<file path="src/rtl/exec_sequencer_pkg.sv">
// Shared definitions for the execute sequencer: opcodes, field positions, FSM states.
// Opcode 9 (MUL) is legal only when EXEC_SEQ_MUL_EN is defined.
package exec_sequencer_pkg;

   localparam int unsigned DefaultDw = 32;
   localparam int unsigned DefaultAw = 2;

   localparam int unsigned OpLsb  = 28;
   localparam int unsigned OpW    = 4;
   localparam int unsigned RdLsb  = 26;
   localparam int unsigned Rs1Lsb = 24;
   localparam int unsigned Rs2Lsb = 22;
   localparam int unsigned ImmLsb = 0;
   localparam int unsigned ImmW   = 16;

   localparam logic [OpW-1:0] OpNop  = 4'h0;
   localparam logic [OpW-1:0] OpAdd  = 4'h1;
   localparam logic [OpW-1:0] OpSub  = 4'h2;
   localparam logic [OpW-1:0] OpAnd  = 4'h3;
   localparam logic [OpW-1:0] OpOr   = 4'h4;
   localparam logic [OpW-1:0] OpXor  = 4'h5;
   localparam logic [OpW-1:0] OpSlt  = 4'h6;
   localparam logic [OpW-1:0] OpAddi = 4'h7;
   localparam logic [OpW-1:0] OpLi   = 4'h8;
   localparam logic [OpW-1:0] OpMul  = 4'h9;

   typedef enum logic [1:0] {
      StIdle,
      StRead,
      StExec,
      StWb
   } state_e;

   function automatic logic op_legal(input logic [OpW-1:0] op);
`ifdef EXEC_SEQ_MUL_EN
      return op <= OpMul;
`else
      return op <= OpLi;
`endif
   endfunction

   // Ops whose write-back updates Ovf; every other writing op clears it.
   function automatic logic op_arith(input logic [OpW-1:0] op);
      return (op == OpAdd) || (op == OpSub) || (op == OpAddi);
   endfunction

endpackage

</file>
<file path="src/rtl/exec_alu.sv">
// Combinational ALU for the execute sequencer; result is modulo 2^DW.
// The multiplier exists only when EXEC_SEQ_MUL_EN is defined.
module exec_alu
   import exec_sequencer_pkg::*;
#(
   parameter int unsigned DW = DefaultDw
) (
   input  logic [OpW-1:0]  op,
   input  logic [DW-1:0]   a,
   input  logic [DW-1:0]   b,
   input  logic [ImmW-1:0] imm,
   output logic [DW-1:0]   result,
   output logic            ovf
);

   logic [DW-1:0] imm_ext;
   logic [DW-1:0] sum;
   logic [DW-1:0] diff;
   logic [DW-1:0] sum_imm;

   assign imm_ext = {{(DW-ImmW){imm[ImmW-1]}}, imm};
   assign sum     = a + b;
   assign diff    = a - b;
   assign sum_imm = a + imm_ext;

`ifdef EXEC_SEQ_MUL_EN
   logic [DW-1:0] prod;
   // Low DW bits of a product are identical for signed and unsigned operands.
   assign prod = a * b;
`endif

   always_comb begin
      result = '0;
      ovf    = 1'b0;
      case (op)
         OpAdd: begin
            result = sum;
            ovf    = (a[DW-1] == b[DW-1]) && (sum[DW-1] != a[DW-1]);
         end
         OpSub: begin
            result = diff;
            ovf    = (a[DW-1] != b[DW-1]) && (diff[DW-1] != a[DW-1]);
         end
         OpAnd:  result = a & b;
         OpOr:   result = a | b;
         OpXor:  result = a ^ b;
         OpSlt:  result = {{(DW-1){1'b0}}, ($signed(a) < $signed(b))};
         OpAddi: begin
            result = sum_imm;
            ovf    = (a[DW-1] == imm_ext[DW-1]) && (sum_imm[DW-1] != a[DW-1]);
         end
         OpLi:   result = imm_ext;
`ifdef EXEC_SEQ_MUL_EN
         OpMul:  result = prod;
`endif
         default: ;
      endcase
   end

endmodule

</file>
<file path="src/rtl/exec_sequencer.sv">
// Execute/control stage mastering a 4x32 register file: read, execute, write-back.
// Build with EXEC_SEQ_MUL_EN defined to enable opcode 9 (MUL).
module exec_sequencer
   import exec_sequencer_pkg::*;
#(
   parameter int unsigned DW = DefaultDw,
   parameter int unsigned AW = DefaultAw
) (
   input  logic          Clk,
   input  logic          Reset,
   input  logic          InstrValid,
   input  logic [31:0]   Instruction,
   output logic          InstrReady,
   output logic          RegWrite,
   output logic [AW-1:0] ReadReg1,
   output logic [AW-1:0] ReadReg2,
   output logic [AW-1:0] WriteReg,
   output logic [DW-1:0] WriteData,
   input  logic [DW-1:0] ReadData1,
   input  logic [DW-1:0] ReadData2,
   output logic          Done,
   output logic          Illegal,
   output logic          Zero,
   output logic          Ovf
);

   state_e        state_q;
   logic [31:0]   instr_q;
   logic [OpW-1:0] op;
   logic [AW-1:0] rd;
   logic [DW-1:0] alu_result;
   logic          alu_ovf;
   logic          unused_instr;

   assign op           = instr_q[OpLsb +: OpW];
   assign rd           = instr_q[RdLsb +: AW];
   // Source fields go straight to ReadReg1/2 at accept time.
   assign unused_instr = ^instr_q[25:16];

   // Combinational so the sequencer is ready while held in reset.
   assign InstrReady = (state_q == StIdle);

   exec_alu #(
      .DW (DW)
   ) u_alu (
      .op     (op),
      .a      (ReadData1),
      .b      (ReadData2),
      .imm    (instr_q[ImmLsb +: ImmW]),
      .result (alu_result),
      .ovf    (alu_ovf)
   );

   always_ff @(posedge Clk or negedge Reset) begin
      if (!Reset) begin
         state_q   <= StIdle;
         instr_q   <= '0;
         RegWrite  <= 1'b0;
         ReadReg1  <= '0;
         ReadReg2  <= '0;
         WriteReg  <= '0;
         WriteData <= '0;
         Done      <= 1'b0;
         Illegal   <= 1'b0;
         Zero      <= 1'b0;
         Ovf       <= 1'b0;
      end else begin
         RegWrite <= 1'b0;
         Done     <= 1'b0;
         Illegal  <= 1'b0;
         unique case (state_q)
            StIdle: begin
               if (InstrValid) begin
                  instr_q  <= Instruction;
                  ReadReg1 <= Instruction[Rs1Lsb +: AW];
                  ReadReg2 <= Instruction[Rs2Lsb +: AW];
                  state_q  <= StRead;
               end
            end
            StRead: begin
               state_q <= StExec;
            end
            StExec: begin
               if (op == OpNop) begin
                  Done    <= 1'b1;
                  state_q <= StIdle;
               end else if (!op_legal(op)) begin
                  Illegal <= 1'b1;
                  state_q <= StIdle;
               end else begin
                  RegWrite  <= 1'b1;
                  WriteReg  <= rd;
                  WriteData <= alu_result;
                  Done      <= 1'b1;
                  Zero      <= (alu_result == '0);
                  Ovf       <= op_arith(op) ? alu_ovf : 1'b0;
                  state_q   <= StWb;
               end
            end
            StWb: begin
               state_q <= StIdle;
            end
         endcase
      end
   end

endmodule

</file>
<file path="config.mk">
export PLATFORM = sky130hd
export DESIGN_NAME = exec_sequencer
export DESIGN_NICKNAME = d
export VERILOG_FILES = /design/src/rtl/exec_sequencer_pkg.sv /design/src/rtl/exec_alu.sv /design/src/rtl/exec_sequencer.sv
export SDC_FILE = /design/constraint.sdc
export NUM_CORES = 1
export LEC_CHECK = 0
export BUFFER_PORTS_ARGS = -buffer_cell sky130_fd_sc_hd__clkbuf_2
export CAP_MARGIN = 20
export CORE_ASPECT_RATIO = 0.6
export CORE_MARGIN = 2
export CORE_UTILIZATION = 40
export DETAILED_ROUTE_END_ITERATION = 6
export PLACE_DENSITY = 0.68
export SYNTH_ARGS = -nofsm -noshare
export SYNTH_HDL_FRONTEND = slang
export SYNTH_HIERARCHICAL = 1
export SYNTH_SLANG_ARGS = --single-unit
</file>
<file path="constraint.sdc">
create_clock -name Clk -period 4.7 [get_ports Clk]
set_input_delay 1.41 -clock Clk [delete_from_list [all_inputs] [get_ports Clk]]
set_output_delay 1.41 -clock Clk [all_outputs]
set_load 0.1 [all_outputs]
</file>
==> flow_summary.json <==
{
  "num_rows": 44,
  "cts_sinks": 67,
  "die_w_um": 205,
  "gr-total-overflow": 0,
  "synth_top_area_cell": "ha_1",
  "seqCellArea_um2": 1680,
  "slew-limit-headroom_pct": 32.4,
  "cts_buffers": 9,
  "worst_pin_slew_ps": 1010,
  "htree_levels": 3,
  "p_per_area_nw_per_um2": 615,
  "synthArstFlopShare_pct": 100,
  "cts_tree": "built",
  "totalWireLength_um": 37200,
  "grt_util_all_layers_pct": 28.3,
  "gp_congestion": 0.990,
  "synthCells": 1188,
  "required_ps": 4950,
  "synth_edf_count": 0,
  "ant_nets": 0,
  "crit_slowest_cell": "o311a_4",
  "die_area_um2": 25700,
  "totalPowerFinal_mw": 7.98,
  "clock_path_buffers": 2,
  "yosysTopAreaCellShare_pct": 17.9,
  "path_clk_slew_ps": 60,
  "vias": 10800,
  "antenna_found_initial": 0,
  "synth_seq_area_share_pct": 17.2,
  "max_stage_delay_ps": 380,
  "grt_pass1_vias": 10100,
  "total_leakage_power_nw": 6.33,
  "root_buffer": "clkbuf_16",
  "clkLatencyLatePin_ps": 360,
  "hold_violations": 0,
  "drv_cap": 0,
  "synth.area.top_cells": "ha_1 (18%), dfrtp_1 (17%), a21oi_1 (5.8%), mux2_4 (4.3%), o21ai_0 (4.0%)",
  "routedWlPerCell_um": 20.4,
  "report.final.slew_viol_count": 0,
  "synth_nets": 1429,
  "path_class": "input port to flip-flop",
  "setup_violations": 0,
  "die_y_um": 125,
  "fp.coreArea_um2": 24100,
  "grt_max_degree": 41,
  "path_cells": "buf_6 > inv_4 > ha_4 > inv_2 > fa_2 > nor2b_4 > o21ai_4 > a311oi_4 > o21ai_2 > a21oi_4 > o211ai_4 > o311a_4 > buf_6 > nor3b_4 > o41ai_2 > a31o_1 > nor4_2 > nand4_1 > o31ai_1",
  "multi_input_area_um2": 7770,
  "yosys_warnings": 6,
  "syn_avg_cell_area_um2": 8.20,
  "ctsHoldBuffers": 0,
  "cp-start-kind": "input port",
  "drc_errors": 0,
  "finClkSkew_ps": 24.0,
  "fillers": 2238,
  "vdd_ir_drop_max_uv": 363,
  "synthFlopType": "dfrtp_1",
  "num_antenna_cells": 0,
  "initial_utilization_pct": 40.5,
  "cp_num_buf_inv": 4,
  "dr.first_iter.drc_count": 1259,
  "min_path_type": "flip-flop to flip-flop",
  "nets": 1741,
  "grt_pass1_wl_um": 56300,
  "crit_top_cell": "buf_6",
  "period_needed_ps": 4580,
  "cp.arrival_ps": 4830,
  "hpwl_um": 29600,
  "path_delay_family": "compound AO/OA/AOI/OAI gates",
  "port-buffer-count": 136,
  "path_max_fanout": 4,
  "synthToLayoutAreaGrowth_pct": 33.2,
  "yosysUniqueCellTypes": 95,
  "io_pins": 143,
  "drive_above_1_share_pct": 35.9,
  "first_pass_iters": 6,
  "utilization_pct": 53.9,
  "detail_route.vias_per_cell": 5.89,
  "syn-cell-area_um2": 9740,
  "fmax_ghz": 0.219,
  "ys_seq_elements": 67,
  "crit_path_end_kind": "flip-flop",
  "status": "finished, final reports clean",
  "fin_crit_sh_pct": 97.4
}
-- kinds of logic (layout without fill, tap and decap cells) --
logic type | Yosys count | in the layout | share of synthesized area (%)
AOI/OAI and AO/OA | 442 | 442 | 32.0
adders and majority gates | 142 | 142 | 18.5
buffers and inverters | 165 | 482 | 7.28
DFF | 67 | 67 | 17.2
xor gates and xnor gates | 32 | 32 | 2.88
and+or+nand+nor | 274 | 274 | 13.5
muxes | 66 | 66 | 8.65
-- routing by layer --
layer,vias to the layer above,share of wire (%),track usage (%)
met5,-,0,0
met2,649,37,37.8
met1,5054,48,43.8
met3,47,13,7.98
met4,0,1.5,6.18
li1,5016,-,-
-- flip-flops by register name, summed over array words and instances (netlist names), 2 cells and up --
signal	cells
WriteData	32
instr_q	24
WriteReg	2
state_q	2
-- cell type report --
cell class                 count  share of cell area, %
multi-input combinational    956                   59.9
timing repair buffer         363                   18.6
sequential                    67                   12.9
tap                          322                   3.11
inverter                     103                   3.00
clock buffer                   9                   1.74
clock inverter                 7                  0.810
-- cell usage after synthesis, types with 7 or more instances --
| cell | count |
|---|---|
| a21oi_1 | 112 |
| xor2_1 | 11 |
| a221oi_1 | 23 |
| o21a_1 | 9 |
| o21bai_1 | 17 |
| nand3_1 | 14 |
| buf_2 | 13 |
| o21ai_0 | 77 |
| or2_2 | 7 |
| o2111ai_1 | 9 |
| nor4_1 | 16 |
| o21ai_1 | 8 |
| nor2b_1 | 10 |
| nor2_1 | 94 |
| a221o_1 | 7 |
| a222oi_1 | 7 |
| o211ai_1 | 28 |
| a21o_1 | 33 |
| nand4_1 | 8 |
| nand2_1 | 66 |
| a22oi_1 | 9 |
| mux2_4 | 28 |
| ha_1 | 139 |
| mux2_2 | 33 |
| xnor2_1 | 21 |
| a31oi_1 | 10 |
| inv_1 | 102 |
| dfrtp_1 | 67 |
| o31ai_1 | 12 |
| nand2b_1 | 8 |
| clkbuf_1 | 36 |
| nor3_1 | 20 |
-- worst register-to-register path, delay by kind of cell, from the launching register on --
family          cells  cell delay [ps]
buf+inv             2              280
compound gates      7             1470
simple gates        2              480
mux                 1              250
flops               1              410
fa+ha+maj           2              650
-- report_power, final --
part | switching [mW] | internal, mW | total, mW
Clock | 0.307 | 0.474 | 0.781
Combinational | 3.82 | 2.22 | 6.04
Sequential | 0.300 | 0.856 | 1.16
-- cells in the final DEF (no fill, tap or decap), types with 21 or more instances in the layout --
master and count:
clkbuf_2 133, a221oi_1 21, nor2_1 91, ha_1 132
xnor2_1 21, nand2_1 66, buf_4 224, o211ai_1 28
o21ai_0 71, mux2_4 28, mux2_2 33, a21o_1 33
a21oi_1 107, dfrtp_1 67, inv_1 99
-- path summary, 6_finish.rpt --
check                                   from  slack, ps  cells past startpoint            end
worst max-delay path            ReadData1[0]        120                     19           Zero
worst min-delay path              state_q[1]        490                      1     state_q[1]
worst max register to register    instr_q[0]       1050                     14  WriteData[22]
worst min register to register    state_q[1]        490                      1     state_q[1]
max in group asynchronous              Reset       2640                      2  WriteData[29]
min in group asynchronous              Reset       1100                      1    instr_q[12]
-- stage by stage --
step / setup slack [ps] / TNS [ps] / hold slack, ps / std cells / cell area (um2)
finish: 124 / 0 / 491 / 1827 / 13000
global route: -40.0 / -40.0 / 511 / 1827 / 13000
CTS: 5.20 / 0 / 489 / 1817 / 12600
detailed placement: -574 / -3210 / 477 / 1794 / 12100
global placement: -520 / -2520 / 469 / 1794 / 12100
floorplan: 250 / 0 / 449 / 1188 / 9740
-- what timing repair did --
action | in CTS | in global routing
cloned | 0 | 0
setup buffers | 8 | 11
pin swaps | 18 | 49
gates resized for setup | 17 | 73
setup endpoints to repair | 1 | 4
No activity file was read; power rests on OpenSTA's default activity.
